## config.mk

```make
export PLATFORM = sky130hd
export DESIGN_NAME = fetch_stage
export DESIGN_NICKNAME = d
export VERILOG_FILES = /design/src/rtl/fetch_stage.sv
export SDC_FILE = /design/constraint.sdc
export NUM_CORES = 1
export LEC_CHECK = 0
export BUFFER_PORTS_ARGS = -buffer_cell sky130_fd_sc_hd__buf_2
export CAP_MARGIN = 30
export CORE_ASPECT_RATIO = 0.8
export CORE_MARGIN = 1.5
export CORE_UTILIZATION = 45
export CTS_BUF_LIST = sky130_fd_sc_hd__clkbuf_2
export CTS_CLUSTER_DIAMETER = 80
export DETAILED_ROUTE_END_ITERATION = 7
export PLACE_DENSITY = 0.66
export SLEW_MARGIN = 15
export SYNTH_ARGS = -nofsm -noshare
export SYNTH_HDL_FRONTEND = slang
export SYNTH_SLANG_ARGS = --single-unit
```

## constraint.sdc

```tcl
create_clock -name clk -period 9.8 [get_ports clk]
set_input_delay 1.96 -clock clk [delete_from_list [all_inputs] [get_ports clk]]
set_output_delay 1.96 -clock clk [all_outputs]
set_load 0.05 [all_outputs]
```

## src/rtl/fetch_stage.sv

```systemverilog
// fetch_stage: single-outstanding instruction fetch with a 2-entry buffer,
// decode stall back-pressure and redirect flush with stale-response discard.
module fetch_stage #(
  parameter logic [31:0] RESET_PC  = 32'h0000_0000,
  parameter logic [31:0] NOP_INSTR = 32'h0000_0013
) (
  input  logic        clk,
  input  logic        reset_n,
  input  logic        stall,
  input  logic        redirect_valid,
  input  logic [31:0] redirect_pc,
  output logic        imem_req,
  output logic [31:0] imem_addr,
  input  logic        imem_gnt,
  input  logic        imem_rvalid,
  input  logic [31:0] imem_rdata,
  output logic [31:0] pc_out,
  output logic [31:0] instr_out,
  output logic        valid_out
);
  typedef enum logic [1:0] {IDLE, REQ, WAIT} state_t;
  state_t state, state_nxt;
  logic [31:0] fetch_pc, target, resp_pc;
  logic [31:0] buf_pc [2];
  logic [31:0] buf_instr [2];
  logic [1:0] count, count_nxt;
  logic rd_ptr, wr_ptr, discard, push, bypass, wr, rd;
  assign target = redirect_pc & 32'hFFFF_FFFC;
  // fetch_pc already advanced on gnt, so the outstanding response belongs to fetch_pc-4
  assign resp_pc = fetch_pc - 32'd4;
  assign push = state == WAIT && imem_rvalid && !discard && !redirect_valid;
  assign bypass = push && count == 2'd0 && !stall;
  assign wr = push && !bypass;
  assign rd = count != 2'd0 && !stall && !redirect_valid;
  assign count_nxt = redirect_valid ? 2'd0 : count + {1'b0, wr} - {1'b0, rd};
  assign imem_req = state == REQ;
  assign imem_addr = fetch_pc;
  always_comb begin
    state_nxt = state;
    if (state == IDLE) state_nxt = (redirect_valid || count != 2'd2) ? REQ : IDLE;
    else if (state == REQ) state_nxt = imem_gnt ? WAIT : REQ;
    else if (imem_rvalid) state_nxt = count_nxt == 2'd2 ? IDLE : REQ;
  end
  always_ff @(posedge clk or negedge reset_n) begin
    if (!reset_n) state <= IDLE;
    else state <= state_nxt;
  end
  always_ff @(posedge clk) begin
    if (wr) begin
      buf_pc[wr_ptr] <= resp_pc;
      buf_instr[wr_ptr] <= imem_rdata;
    end
  end
  always_ff @(posedge clk or negedge reset_n) begin
    if (!reset_n) begin
      fetch_pc <= RESET_PC;
      discard <= 1'b0;
      count <= 2'd0;
      rd_ptr <= 1'b0;
      wr_ptr <= 1'b0;
      pc_out <= 32'd0;
      instr_out <= NOP_INSTR;
      valid_out <= 1'b0;
    end else begin
      count <= count_nxt;
      if (redirect_valid) fetch_pc <= target;
      else if (state == REQ && imem_gnt) fetch_pc <= fetch_pc + 32'd4;
      // a request already accepted but not yet answered must have its response dropped
      if (redirect_valid) discard <= (state == WAIT && !imem_rvalid) || (state == REQ && imem_gnt);
      else if (state == WAIT && imem_rvalid) discard <= 1'b0;
      if (redirect_valid) begin
        rd_ptr <= 1'b0;
        wr_ptr <= 1'b0;
      end else begin
        if (wr) wr_ptr <= ~wr_ptr;
        if (rd) rd_ptr <= ~rd_ptr;
      end
      if (redirect_valid) begin
        instr_out <= NOP_INSTR;
        valid_out <= 1'b0;
      end else if (!stall) begin
        if (rd) begin
          pc_out <= buf_pc[rd_ptr];
          instr_out <= buf_instr[rd_ptr];
        end else if (bypass) begin
          pc_out <= resp_pc;
          instr_out <= imem_rdata;
        end else instr_out <= NOP_INSTR;
        valid_out <= rd || bypass;
      end
    end
  end
endmodule

```

Word-level counts from Yosys, hierarchy flattened --
Memory sizes are Yosys's and may differ from the RTL's. Index checks and enable logic that the tools add are counted.
Operators by class: reductions and logical operators 28, muxes and demuxes 25, add/sub/neg operators 4, equality and inequality tests 5, bitwise gates (word level) 4
Operators with widths (count):
- two-way mux 32 bit | 8
- adder 32 x 3 -> 32 bit (second input constant) | 1
- subtractor 32 x 3 -> 32 bit (second input constant) | 1
- two-way mux 1 bit | 12
- nonzero test 2 bit | 6
- logical AND 1 bit | 10
- two-way mux 2 bit | 5
- logical NOT 1 bit | 5
- equality test 2 bit (second input constant) | 2
- logical NOT 2 bit | 2
- NOT 1 bit | 4
- logical OR 1 bit | 3
- AND reduction 3 bit | 1
- nonzero test 3 bit | 1
- adder 2 x 1 -> 2 bit | 1
- equality test 2 x 1 -> 1 bit (second input constant) | 1
- inequality test 2 x 1 -> 1 bit (second input constant) | 1
- inequality test 2 bit (second input constant) | 1
- subtractor 2 x 1 -> 2 bit | 1
Word-level totals: bits of input ports 70, word-level logic and storage cells 77, output and inout port bits 98, register bits after elaboration 104, memory bits (writable) 128, memories 2
Memory list:
- buf_instr | words 2, width 32, read ports 1, clocked after memory_dff 0, wr ports 1, line 25 | logic [31:0] buf_instr [2];
- buf_pc | words 2, width 32, read ports 1, clocked after memory_dff 0, wr ports 1, line 24 | logic [31:0] buf_pc [2];

Depth between registers and ports, before layout --
Gate-level depths: netlist of run 1.
word-level depth 16, mapped depth 11, mapped depth without buffers 10

Worst setup path after synthesis of run 1 --
Ideal clock, no wire load.
path kind in2reg, start input port imem_rvalid, end memory buf_instr[0][0], enable pin, cell stages on the path 5, setup time 0.482 ns, setup slack 3.820 ns, required time 9.318 ns, data arrival time 5.498 ns, buffers on the path 0, path through nand2_1 -> nor3_1 -> o21ai_0 -> or2_2 -> nor2_1
On the way: cells in the longest elaborated chain, start to end 9
RTL lines:
- start: declaration | line 15 | input logic imem_rvalid,
- logical AND 1 bit * (3 in series) | line 31 | assign push = state == WAIT && imem_rvalid && !discard && !redirect_valid;
- logical AND 1 bit (2 in series) | line 32 | assign bypass = push && count == 2'd0 && !stall;
- logical NOT 1 bit | line 33 | assign wr = push && !bypass;
- logical AND 1 bit * | line 33
- two-way mux 1 bit * | line 49 | if (wr) begin
- two-way mux 1 bit (implied by the code) * | line 51 | buf_instr[wr_ptr] <= imem_rdata;
- end: declaration | line 25
Mark *: on every way between the ends. The rest lies on a longest branch, timed or not.

Final worst setup path of run 1 --
start input port redirect_valid, end register state[0]
On the way: cells in the longest elaborated chain, start to end 14, elaborated cells between the ends (all ways) 17, those cells by class add/sub: 2; eq/ne: 1; mux: 6; reduce/logical: 8
RTL lines:
- start: declaration | line 10 | input logic redirect_valid,
- logical NOT 1 bit | line 31, 34
- logical AND 1 bit | line 31
- logical AND 1 bit (2 in series) | line 32
- logical NOT 1 bit | line 33
- logical AND 1 bit | line 33
- adder 2 x 1 -> 2 bit | line 35 | assign count_nxt = redirect_valid ? 2'd0 : count + {1'b0, wr} - {1'b0, rd};
- subtractor 2 x 1 -> 2 bit | line 35
- two-way mux 2 bit | line 35
- equality test 2 bit | line 42 | else if (imem_rvalid) state_nxt = count_nxt == 2'd2 ? IDLE : REQ;
- two-way mux 1 bit | line 42
- two-way mux 2 bit | line 42
- two-way mux 2 bit | line 41 | else if (state == REQ) state_nxt = imem_gnt ? WAIT : REQ;
- two-way mux 2 bit * | line 40 | if (state == IDLE) state_nxt = (redirect_valid || count != 2'd2) ? REQ : IDLE;
- end signal: assignment | line 46 | else state <= state_nxt;
- end: declaration | line 22 | state_t state, state_nxt;
Mark *: on every way between the ends. The rest lies on a longest branch, timed or not. The select of a mux whose other input is x is not followed. A chain may end at the register's enable or synchronous reset.

==> flow_metrics.tcl, run 1 <==
set metrics [dict create \
    min_path_cells 2 \
    synth_top_area_share_pct 36.94 \
    grt_pass1_wl_mm 37.55 \
    grt_antenna_before_repair 0 \
    cts_buffers 55 \
    synth_area_leaders "edfxtp_1 (37%), dfrtp_1 (24%), mux2i_1 (6.0%)" \
    die_w_um 170.3 \
    die_area_sq_mm 0.02331 \
    clock_path_buffers 3 \
    reg2reg_from "count[1]$_DFF_PN0_" \
    start_util_pct 46.24 \
    crit_type "input port to flop" \
    met1_usage_pct 30.00 \
    postSynthCellCount 826 \
    num_rows 48 \
    fmax_ghz 0.2283 \
    vias 7121 \
    grtUsageMet2_pct 31.99 \
    n_antenna_cell 0 \
    required_ns 10.50 \
    place_inst 1235 \
    setup_viol_count_final 0 \
    ys_async_sr_fraction_pct 44.64 \
    core_area_sq_mm 0.02180 \
    fin_crit_sh_pct 44.69 \
    first_global_vias 6860 \
    die_h_um 136.9 \
    relSlewSlack_pct 40.10 \
    finalHoldViolCount 0 \
    worstPathArrival_ns 5.08 \
    crit_top_cell "ha_1" \
    postCtsHoldBufs 0 \
    synth_cell_types 59 \
    layout_common_cells "buf_2 (160), edfxtp_1 (124), dfrtp_1 (96)" \
    finClkSkew_ns 0.05387 \
    syn-cell-area_sq_mm 0.01008 \
    cts_resized 0 \
    reg2reg_to "state[0]$_DFFE_PN0P_" \
    numClockSinks 224 \
    power_frac_comb_pct 24.2 \
    yosysSeqAreaShare_pct 61.80 \
    cpPeakStageDelay_ns 0.54 \
    clk_pin_slew_worst_paths_ns 0.12 \
    p_leak_nw 4.743 \
    final_nets 1067 \
    grt.overflow.total 0 \
    synth_edf_count 124 \
    final-max-slew-violation-count 0 \
    ys.flop_type "edfxtp_1" \
    endpoint_kind "flop" \
    crit_path_start_kind "input port" \
    intPower_w 0.001457 \
    dp_hpwl_mm 15.09 \
    portBuffers 161 \
    grt_max_degree 97 \
    avgViaCountPerCell 5.330 \
    crit_start "redirect_valid" \
    min_period_ns 4.380 \
    ios 168 \
    status "finished, final reports clean" \
    drc 0 \
    ff2ff_setup_slack_ns 6.50 \
    clkPwrFrac_pct 26.0 \
    syn_avg_cell_area_sq_um 12.20 \
    gp_congestion 0.8138 \
    pwr-share-seq_pct 49.8 \
    final_cells 1336 \
    crit_chain "buf_2 > nor2_1 > nand2_4 > buf_16 > clkinv_1 > ha_1 > inv_1 > ha_1 > nor4_1 > nor3_1" \
    grt_setup_unrepaired "false" \
    tritoncts "done" \
    switching_share_pct 37.26 \
    crit_slowest_cell "clkinv_1" \
    synth-seq-cells 224 \
    fin_util_pct 53.21 \
    postRouteAntennaNets 0 \
    peakVddDrop_v 0.0001725 \
    max_cap_violations 0 \
    clock-root-buffer "clkbuf_2" \
    worstSkewPairLatency_ns 0.81 \
    area_growth_pct 15.09 \
    holdWs_ns 0.4951 \
    r2r_cells 9 \
    wl_per_cell_um 17.84 \
    wirelength_mm 23.83 \
    yosysWarningCount 0 \
    top_usage_layer "met2" \
    h-tree-depth 2 \
    final_common_cell "buf_2" \
    min_path_type "flop to flop" \
    path_max_fanout 79 \
    drt-initial-drc-count 483 \
    cts_setup_buffers 0 \
    use_met3_pct 4.511 \
    endpoint "state[0]$_DFFE_PN0P_" \
    cellPowerDensity_mw_per_mm2 200.1 \
    finalSetupTns_ns 0 \
    p_sw_w 0.0008651 \
    worst_slew_pin_slew_ns 0.8985 \
    grtUsageTotal_pct 20.86 \
    final_layout_size_suffix_gt1_share_pct 29.34 \
    yosysTopAreaCell "edfxtp_1" \
    drtPass1Iterations 5 \
]
registers in the layout (all words and copies together) (netlist names), 2 cells and up:
signal     flops
state          2
buf_instr     64
instr_out     32
buf_pc        60
pc_out        30
count          2
imem_addr     30
metal layers:
metal | routed length [um] | up-vias
li1 | - | 3389
met1 | 11170 | 3478
met2 | 10870 | 227
met3 | 1516 | 27
met4 | 272 | 0
met5 | 0 | -
cells in the mapped netlist, types with 4 or more instances:
cell and instances:
mux2i_1 60, buf_6 4, clkbuf_1 37, or3_1 5
and3_1 8, buf_1 7, or4_1 4, xor2_1 28
a21o_1 9, xnor2_1 27, o22ai_1 12, nand3_1 48
inv_1 10, nand2_1 83, o21ai_0 46, nand4_1 11
o211ai_1 23, mux2_2 7, a22o_1 4, nor4_1 10
a21oi_1 20, nor2_1 35, ha_1 4, nor3_1 19
edfxtp_1 124, nor2b_1 5, or2_2 10, buf_2 9
dfrtp_1 97, nor4_2 5, buf_4 6
layout make-up:
cell class | count | area, sq um
repair buffers | 170 | 908.4
clock buffers | 86 | 430.4
well taps | 300 | 375.4
multi-input cells | 531 | 3553
flip-flops and latches | 224 | 6233
clock inverters | 14 | 58.81
fillers | 1966 | 10200
inverters | 11 | 41.29
critical path, delay by kind of cell:
kind / cells / cell delay, ns
fa+ha+maj: 2 / 0.77
simple gates: 4 / 0.90
buf+inv: 4 / 1.39
power groups by stage:
| stage | combinational [W] | sequential [W] | clock (W) |
|---|---|---|---|
| final | 0.000562 | 0.00116 | 0.000603 |
| after global routing | 0.000595 | 0.00117 | 0.000672 |
| after CTS | 0.000566 | 0.00116 | 0.000628 |
| after detailed placement | 0.000564 | 0.00118 | 0 |
| after global placement | 0.000555 | 0.00118 | 0 |
| after floorplan | 0.000192 | 0.00138 | 0 |
logic make-up after synthesis:
group	count (synthesis)	share of synthesized area (%)
muxes	67	6.740
xor gates and xnor gates	56	4.941
AOI/OAI and AO/OA	132	8.267
buffers and inverters	74	3.389
DFF	224	61.80
and+or+nand+nor	268	14.32
other	1	0.03720
adders and majority gates	4	0.4965
metrics by stage:
| stage | total power [W] | instance area, sq um | setup slack, ns |
|---|---|---|---|
| finish | 0.002322 | 11600 | 5.420 |
| global route | 0.002436 | 11600 | 5.249 |
| CTS | 0.002350 | 11570 | 4.984 |
| detailed placement | 0.001740 | 11080 | 4.074 |
| global placement | 0.001732 | 11060 | 4.118 |
| floorplan | 0.001572 | 10090 | 3.820 |
worst min-delay path by stage:
| stage | slack [ns] | startpoint | end |
|---|---|---|---|
| 2_1_floorplan | 0.50 | buf_pc[0][14]$_DFFE_PP_ | pc_out[14]$_DFFE_PN0P_ |
| 3_3_place_gp | 0.46 | valid_out$_DFFE_PN0P_ | valid_out$_DFFE_PN0P_ |
| 3_5_place_dp | 0.48 | instr_out[17]$_DFFE_PN0P_ | instr_out[17]$_DFFE_PN0P_ |
| 4_1_cts | 0.50 | instr_out[17]$_DFFE_PN0P_ | instr_out[17]$_DFFE_PN0P_ |
| 5_1_grt | 0.52 | instr_out[28]$_DFFE_PN0P_ | instr_out[28]$_DFFE_PN0P_ |
| 6_report | 0.50 | instr_out[14]$_DFFE_PN0P_ | instr_out[14]$_DFFE_PN0P_ |
Power figures use the tool's default switching activity.
==> run 2: changes to the inputs <==
- clock period: 9.8 -> 4.3 ns (I/O delays scaled with it)
==> flow_metrics.tcl, run 2 (synthesis results as in run 1) <==
set metrics [dict create \
    endpoint_kind "output pin" \
    grt_setup_unrepaired "false" \
    fin_crit_sh_pct 61.69 \
    peakVddDrop_v 0.0004111 \
    drtPass1Iterations 5 \
    num_rows 48 \
    avgViaCountPerCell 5.260 \
    clock_path_buffers 3 \
    reg2reg_to "buf_pc[1][20]$_DFFE_PP_" \
    worstPathArrival_ns 1.79 \
    tritoncts "done" \
    finalHoldViolCount 0 \
    crit_start "imem_addr[4]$_DFFE_PN0N_" \
    final_nets 1070 \
    first_global_vias 6959 \
    area_growth_pct 16.16 \
    largest_reg_flops 64 \
    cellPowerDensity_mw_per_mm2 456.3 \
    layout_common_cells "buf_2 (160), edfxtp_1 (124), dfrtp_1 (96)" \
    fmax_ghz 0.3770 \
    grt_pass1_wl_mm 37.38 \
    reg.largest.list "buf_instr (64), buf_pc (60), instr_out (32)" \
    postRouteAntennaNets 0 \
    worstSkewPairLatency_ns 0.81 \
    final-max-slew-violation-count 0 \
    ff2ff_setup_slack_ns 1.65 \
    drc 0 \
    relSlewSlack_pct 40.51 \
    grt.overflow.total 0 \
    wl_per_cell_um 17.44 \
    numClockSinks 224 \
    die_w_um 170.3 \
    vias 7064 \
    cp_top_family "flip-flops" \
    critPathBufInv 1 \
    reg2reg_from "imem_addr[2]$_DFFE_PN0N_" \
    ios 168 \
    min_period_ns 2.653 \
    postCtsHoldBufs 0 \
    finalSetupTns_ns 0 \
    portBuffers 161 \
    r2r_cells 6 \
    die_area_sq_mm 0.02331 \
    core_area_sq_mm 0.02180 \
    required_ns 3.44 \
    h-tree-depth 2 \
    grt_antenna_before_repair 0 \
    grtUsageTotal_pct 20.83 \
    start_util_pct 46.24 \
    cts_buffers 55 \
    worst_slew_pin_slew_ns 0.8842 \
    clk_pin_slew_worst_paths_ns 0.12 \
    grt_max_degree 96 \
    finClkSkew_ns 0.03756 \
    crit_slowest_cell "dfrtp_1" \
    p_leak_nw 4.779 \
    fin_util_pct 53.71 \
    drt-initial-drc-count 431 \
    die_h_um 136.9 \
    crit_chain "buf_2" \
    wirelength_mm 23.42 \
    setup_viol_count_final 0 \
    n_antenna_cell 0 \
    max_cap_violations 0 \
    final_layout_size_suffix_gt1_share_pct 29.05 \
    clock-root-buffer "clkbuf_2" \
    path_max_fanout 9 \
    crit_type "flop to output pin" \
    regMostFlops "buf_instr" \
    crit_path_start_kind "flop" \
    dp_hpwl_mm 15.27 \
    cts_resized 0 \
    cpPeakStageDelay_ns 0.63 \
    status "finished, final reports clean" \
    cts_setup_buffers 0 \
    gp_congestion 0.8158 \
    min_path_type "input port to asynchronous set/reset pin" \
    final_common_cell "buf_2" \
]
-- run 2: worst max path at each step --
stage / end / depth (start not counted) / slack, ns
floorplan: buf_instr[0][0]$_DFFE_PP_ / 5 / -0.58
global placement: state[0]$_DFFE_PN0P_ / 9 / 1.11
detailed placement: pc_out[10]$_DFFE_PN0P_ / 5 / 1.05
CTS: imem_req / 2 / 1.54
global route: buf_pc[1][26]$_DFFE_PP_ / 7 / 1.45
finish: imem_addr[4] / 1 / 1.65
-- run 2: per-stage QoR --
stage | total power, W | instance area, sq um | setup WS (ns) | hold slack (ns) | std cells
after global placement | 0.003954 | 11160 | 1.110 | 0.4604 | 1238
after global routing | 0.005622 | 11710 | 1.451 | 0.09673 | 1343
after floorplan | 0.003582 | 10090 | -0.5800 | 0.5050 | 829
final | 0.005343 | 11710 | 1.647 | 0.1298 | 1343
after detailed placement | 0.003969 | 11160 | 1.051 | 0.4754 | 1238
after CTS | 0.005410 | 11680 | 1.540 | 0.06133 | 1342
-- run 2: cell type report --
cell class                      instances  area [sq um]
Fill cell                            1945         10090
Multi-Input combinational cell        531          3553
Tap cell                              300         375.4
Inverter                               11         41.29
Clock inverter                         23         118.9
Timing Repair Buffer                  173         980.9
Sequential cell                       224          6233
Clock buffer                           81         405.4
-- run 2: layer usage --
layer | up-vias | routed length (um) | share of wire (%) | GRT usage, %
met5 | - | 0 | 0 | 0
met4 | 0 | 271 | 1.2 | 5.654
met3 | 26 | 1425 | 6.1 | 4.656
met2 | 204 | 10820 | 46 | 32.74
met1 | 3445 | 10900 | 47 | 29.25
li1 | 3389 | - | - | -
-- run 2: power by group --
part           total, W  leakage [nW]  internal (W)  switching, W
Clock           0.00143         0.393      0.000572      0.000855
Sequential      0.00264          2.41       0.00246      0.000186
Combinational   0.00127          1.98      0.000338      0.000936
Total           0.00534          4.78       0.00337       0.00198
==> run 3: changes to the inputs <==
- clock period: 4.3 -> 2.65 ns (I/O delays scaled with it)
==> flow_metrics.tcl, run 3 (synthesis results as in run 1) <==
set metrics [dict create \
    area_growth_pct 24.70 \
    met1_usage_pct 30.03 \
    gp_congestion 0.8246 \
    core_area_sq_mm 0.02180 \
    grtUsageTotal_pct 21.82 \
    tritoncts "done" \
    cp_top_family "simple AND/OR/NAND/NOR gates" \
    finalSetupTns_ns 0 \
    finalHoldViolCount 0 \
    portBuffers 161 \
    fill_cells 1889 \
    final-max-slew-violation-count 0 \
    dp_hpwl_mm 15.84 \
    required_ns 3.18 \
    largest_reg_flops 64 \
    drtPass1Iterations 5 \
    min_path_type "input port to flop" \
    clk_pin_slew_worst_paths_ns 0.11 \
    fmax_ghz 0.3995 \
    p_leak_nw 5.184 \
    numClockSinks 224 \
    crit_path_start_kind "flop" \
    start_util_pct 46.24 \
    grt_antenna_before_repair 0 \
    postCtsHoldBufs 65 \
    cts_setup_buffers 0 \
    ff2ff_setup_slack_ns 0.15 \
    avgViaCountPerCell 5.248 \
    first_global_vias 7252 \
    grt_setup_unrepaired "false" \
    cpPeakStageDelay_ns 0.58 \
    place_inst 1268 \
    grt_max_degree 75 \
    worst_slew_pin_slew_ns 0.8032 \
    critPathBufInv 0 \
    wirelength_mm 25.12 \
    finClkSkew_ns 0.08805 \
    relSlewSlack_pct 46.45 \
    final_layout_size_suffix_gt1_share_pct 29.30 \
    reg.largest.list "buf_instr (64), buf_pc (60), instr_out (32)" \
    crit_slowest_cell "or4_4" \
    final_cells 1433 \
    use_met3_pct 4.916 \
    clock_path_buffers 3 \
    die_w_um 170.3 \
    final_common_cell "buf_2" \
    h-tree-depth 2 \
    postRouteAntennaNets 0 \
    holdWs_ns 0.1307 \
    status "finished, final reports clean" \
    max_cap_violations 0 \
    crit_type "flop to flop" \
    regMostFlops "buf_instr" \
    cellPowerDensity_mw_per_mm2 710.4 \
    grt.overflow.total 0 \
    die_area_sq_mm 0.02331 \
    die_h_um 136.9 \
    ios 168 \
    cts_buffers 54 \
    cts_resized 0 \
    n_antenna_cell 0 \
    grtUsageMet2_pct 34.49 \
    peakVddDrop_v 0.0004300 \
    drc 0 \
    final_nets 1163 \
    crit_chain "or4_4 > or3_1 > o31a_1 > or2_2" \
    wl_per_cell_um 17.53 \
    vias 7521 \
    worstPathArrival_ns 3.03 \
    endpoint_kind "flop" \
    worstSkewPairLatency_ns 0.85 \
    path_max_fanout 9 \
    setup_viol_count_final 0 \
    clock-root-buffer "clkbuf_2" \
    drt-initial-drc-count 400 \
    layout_common_cells "buf_2 (160), edfxtp_1 (124), dfrtp_1 (96)" \
    fin_crit_sh_pct 94.45 \
    min_period_ns 2.503 \
    grt_pass1_wl_mm 39.07 \
    num_rows 48 \
    top_usage_layer "met2" \
]
[run 3: final timing paths]
path	start	endpoint	cells after the start
worst min-delay path	redirect_valid	pc_out[9]$_DFFE_PN0P_	3
worst max-delay path	imem_addr[20]$_DFFE_PN0N_	buf_pc[1][23]$_DFFE_PP_	4
worst min register to register	instr_out[5]$_DFFE_PN0P_	instr_out[5]$_DFFE_PN0P_	2
max in group asynchronous	reset_n	pc_out[28]$_DFFE_PN0P_	3
worst max register to register	imem_addr[20]$_DFFE_PN0N_	buf_pc[1][23]$_DFFE_PP_	4
min in group asynchronous	reset_n	instr_out[27]$_DFFE_PN0P_	2
[run 3: area by class of cell]
cell class / count / area, sq um / area share [%]
Clock buffer: 80 / 400.4 / 3.185
Inverter: 11 / 41.29 / 0.3285
Clock inverter: 20 / 132.6 / 1.055
Multi-Input combinational cell: 531 / 3570 / 28.40
Sequential cell: 224 / 6233 / 49.59
Timing Repair Buffer: 267 / 1817 / 14.45
Tap cell: 300 / 375.4 / 2.986
[run 3: per-layer routing]
| metal | part of all wire (%) | wire length [um] |
|---|---|---|
| met5 | 0 | 0 |
| met4 | 1.7 | 420 |
| met3 | 7.1 | 1773 |
| met2 | 46 | 11590 |
| met1 | 45 | 11340 |
[run 3: stage by stage]
| stage | area, sq um | setup slack, ns | total power [W] | utilization [%] |
|---|---|---|---|---|
| final | 12570 | 0.1470 | 0.008929 | 57.66 |
| after global routing | 12570 | 0.08366 | 0.009380 | 57.66 |
| after CTS | 12570 | 0.1541 | 0.009023 | 57.66 |
| after detailed placement | 11390 | 0.2112 | 0.006524 | 52.23 |
| after global placement | 11390 | 0.2314 | 0.006487 | 52.23 |
| after floorplan | 10120 | 0.02852 | 0.005823 | - |
[run 3: worst min-delay path, stage by stage]
cell     delay (ns)
buf_2          0.17
or2_2          0.18
o31ai_1        0.08
[run 3: report_power, final]
part	internal (W)	switching (W)	leakage, nW	total [W]
sequential	0.00399	0.000255	2.41	0.00424
combinational	0.000660	0.00162	2.38	0.00228
clock	0.00101	0.00140	0.392	0.00241
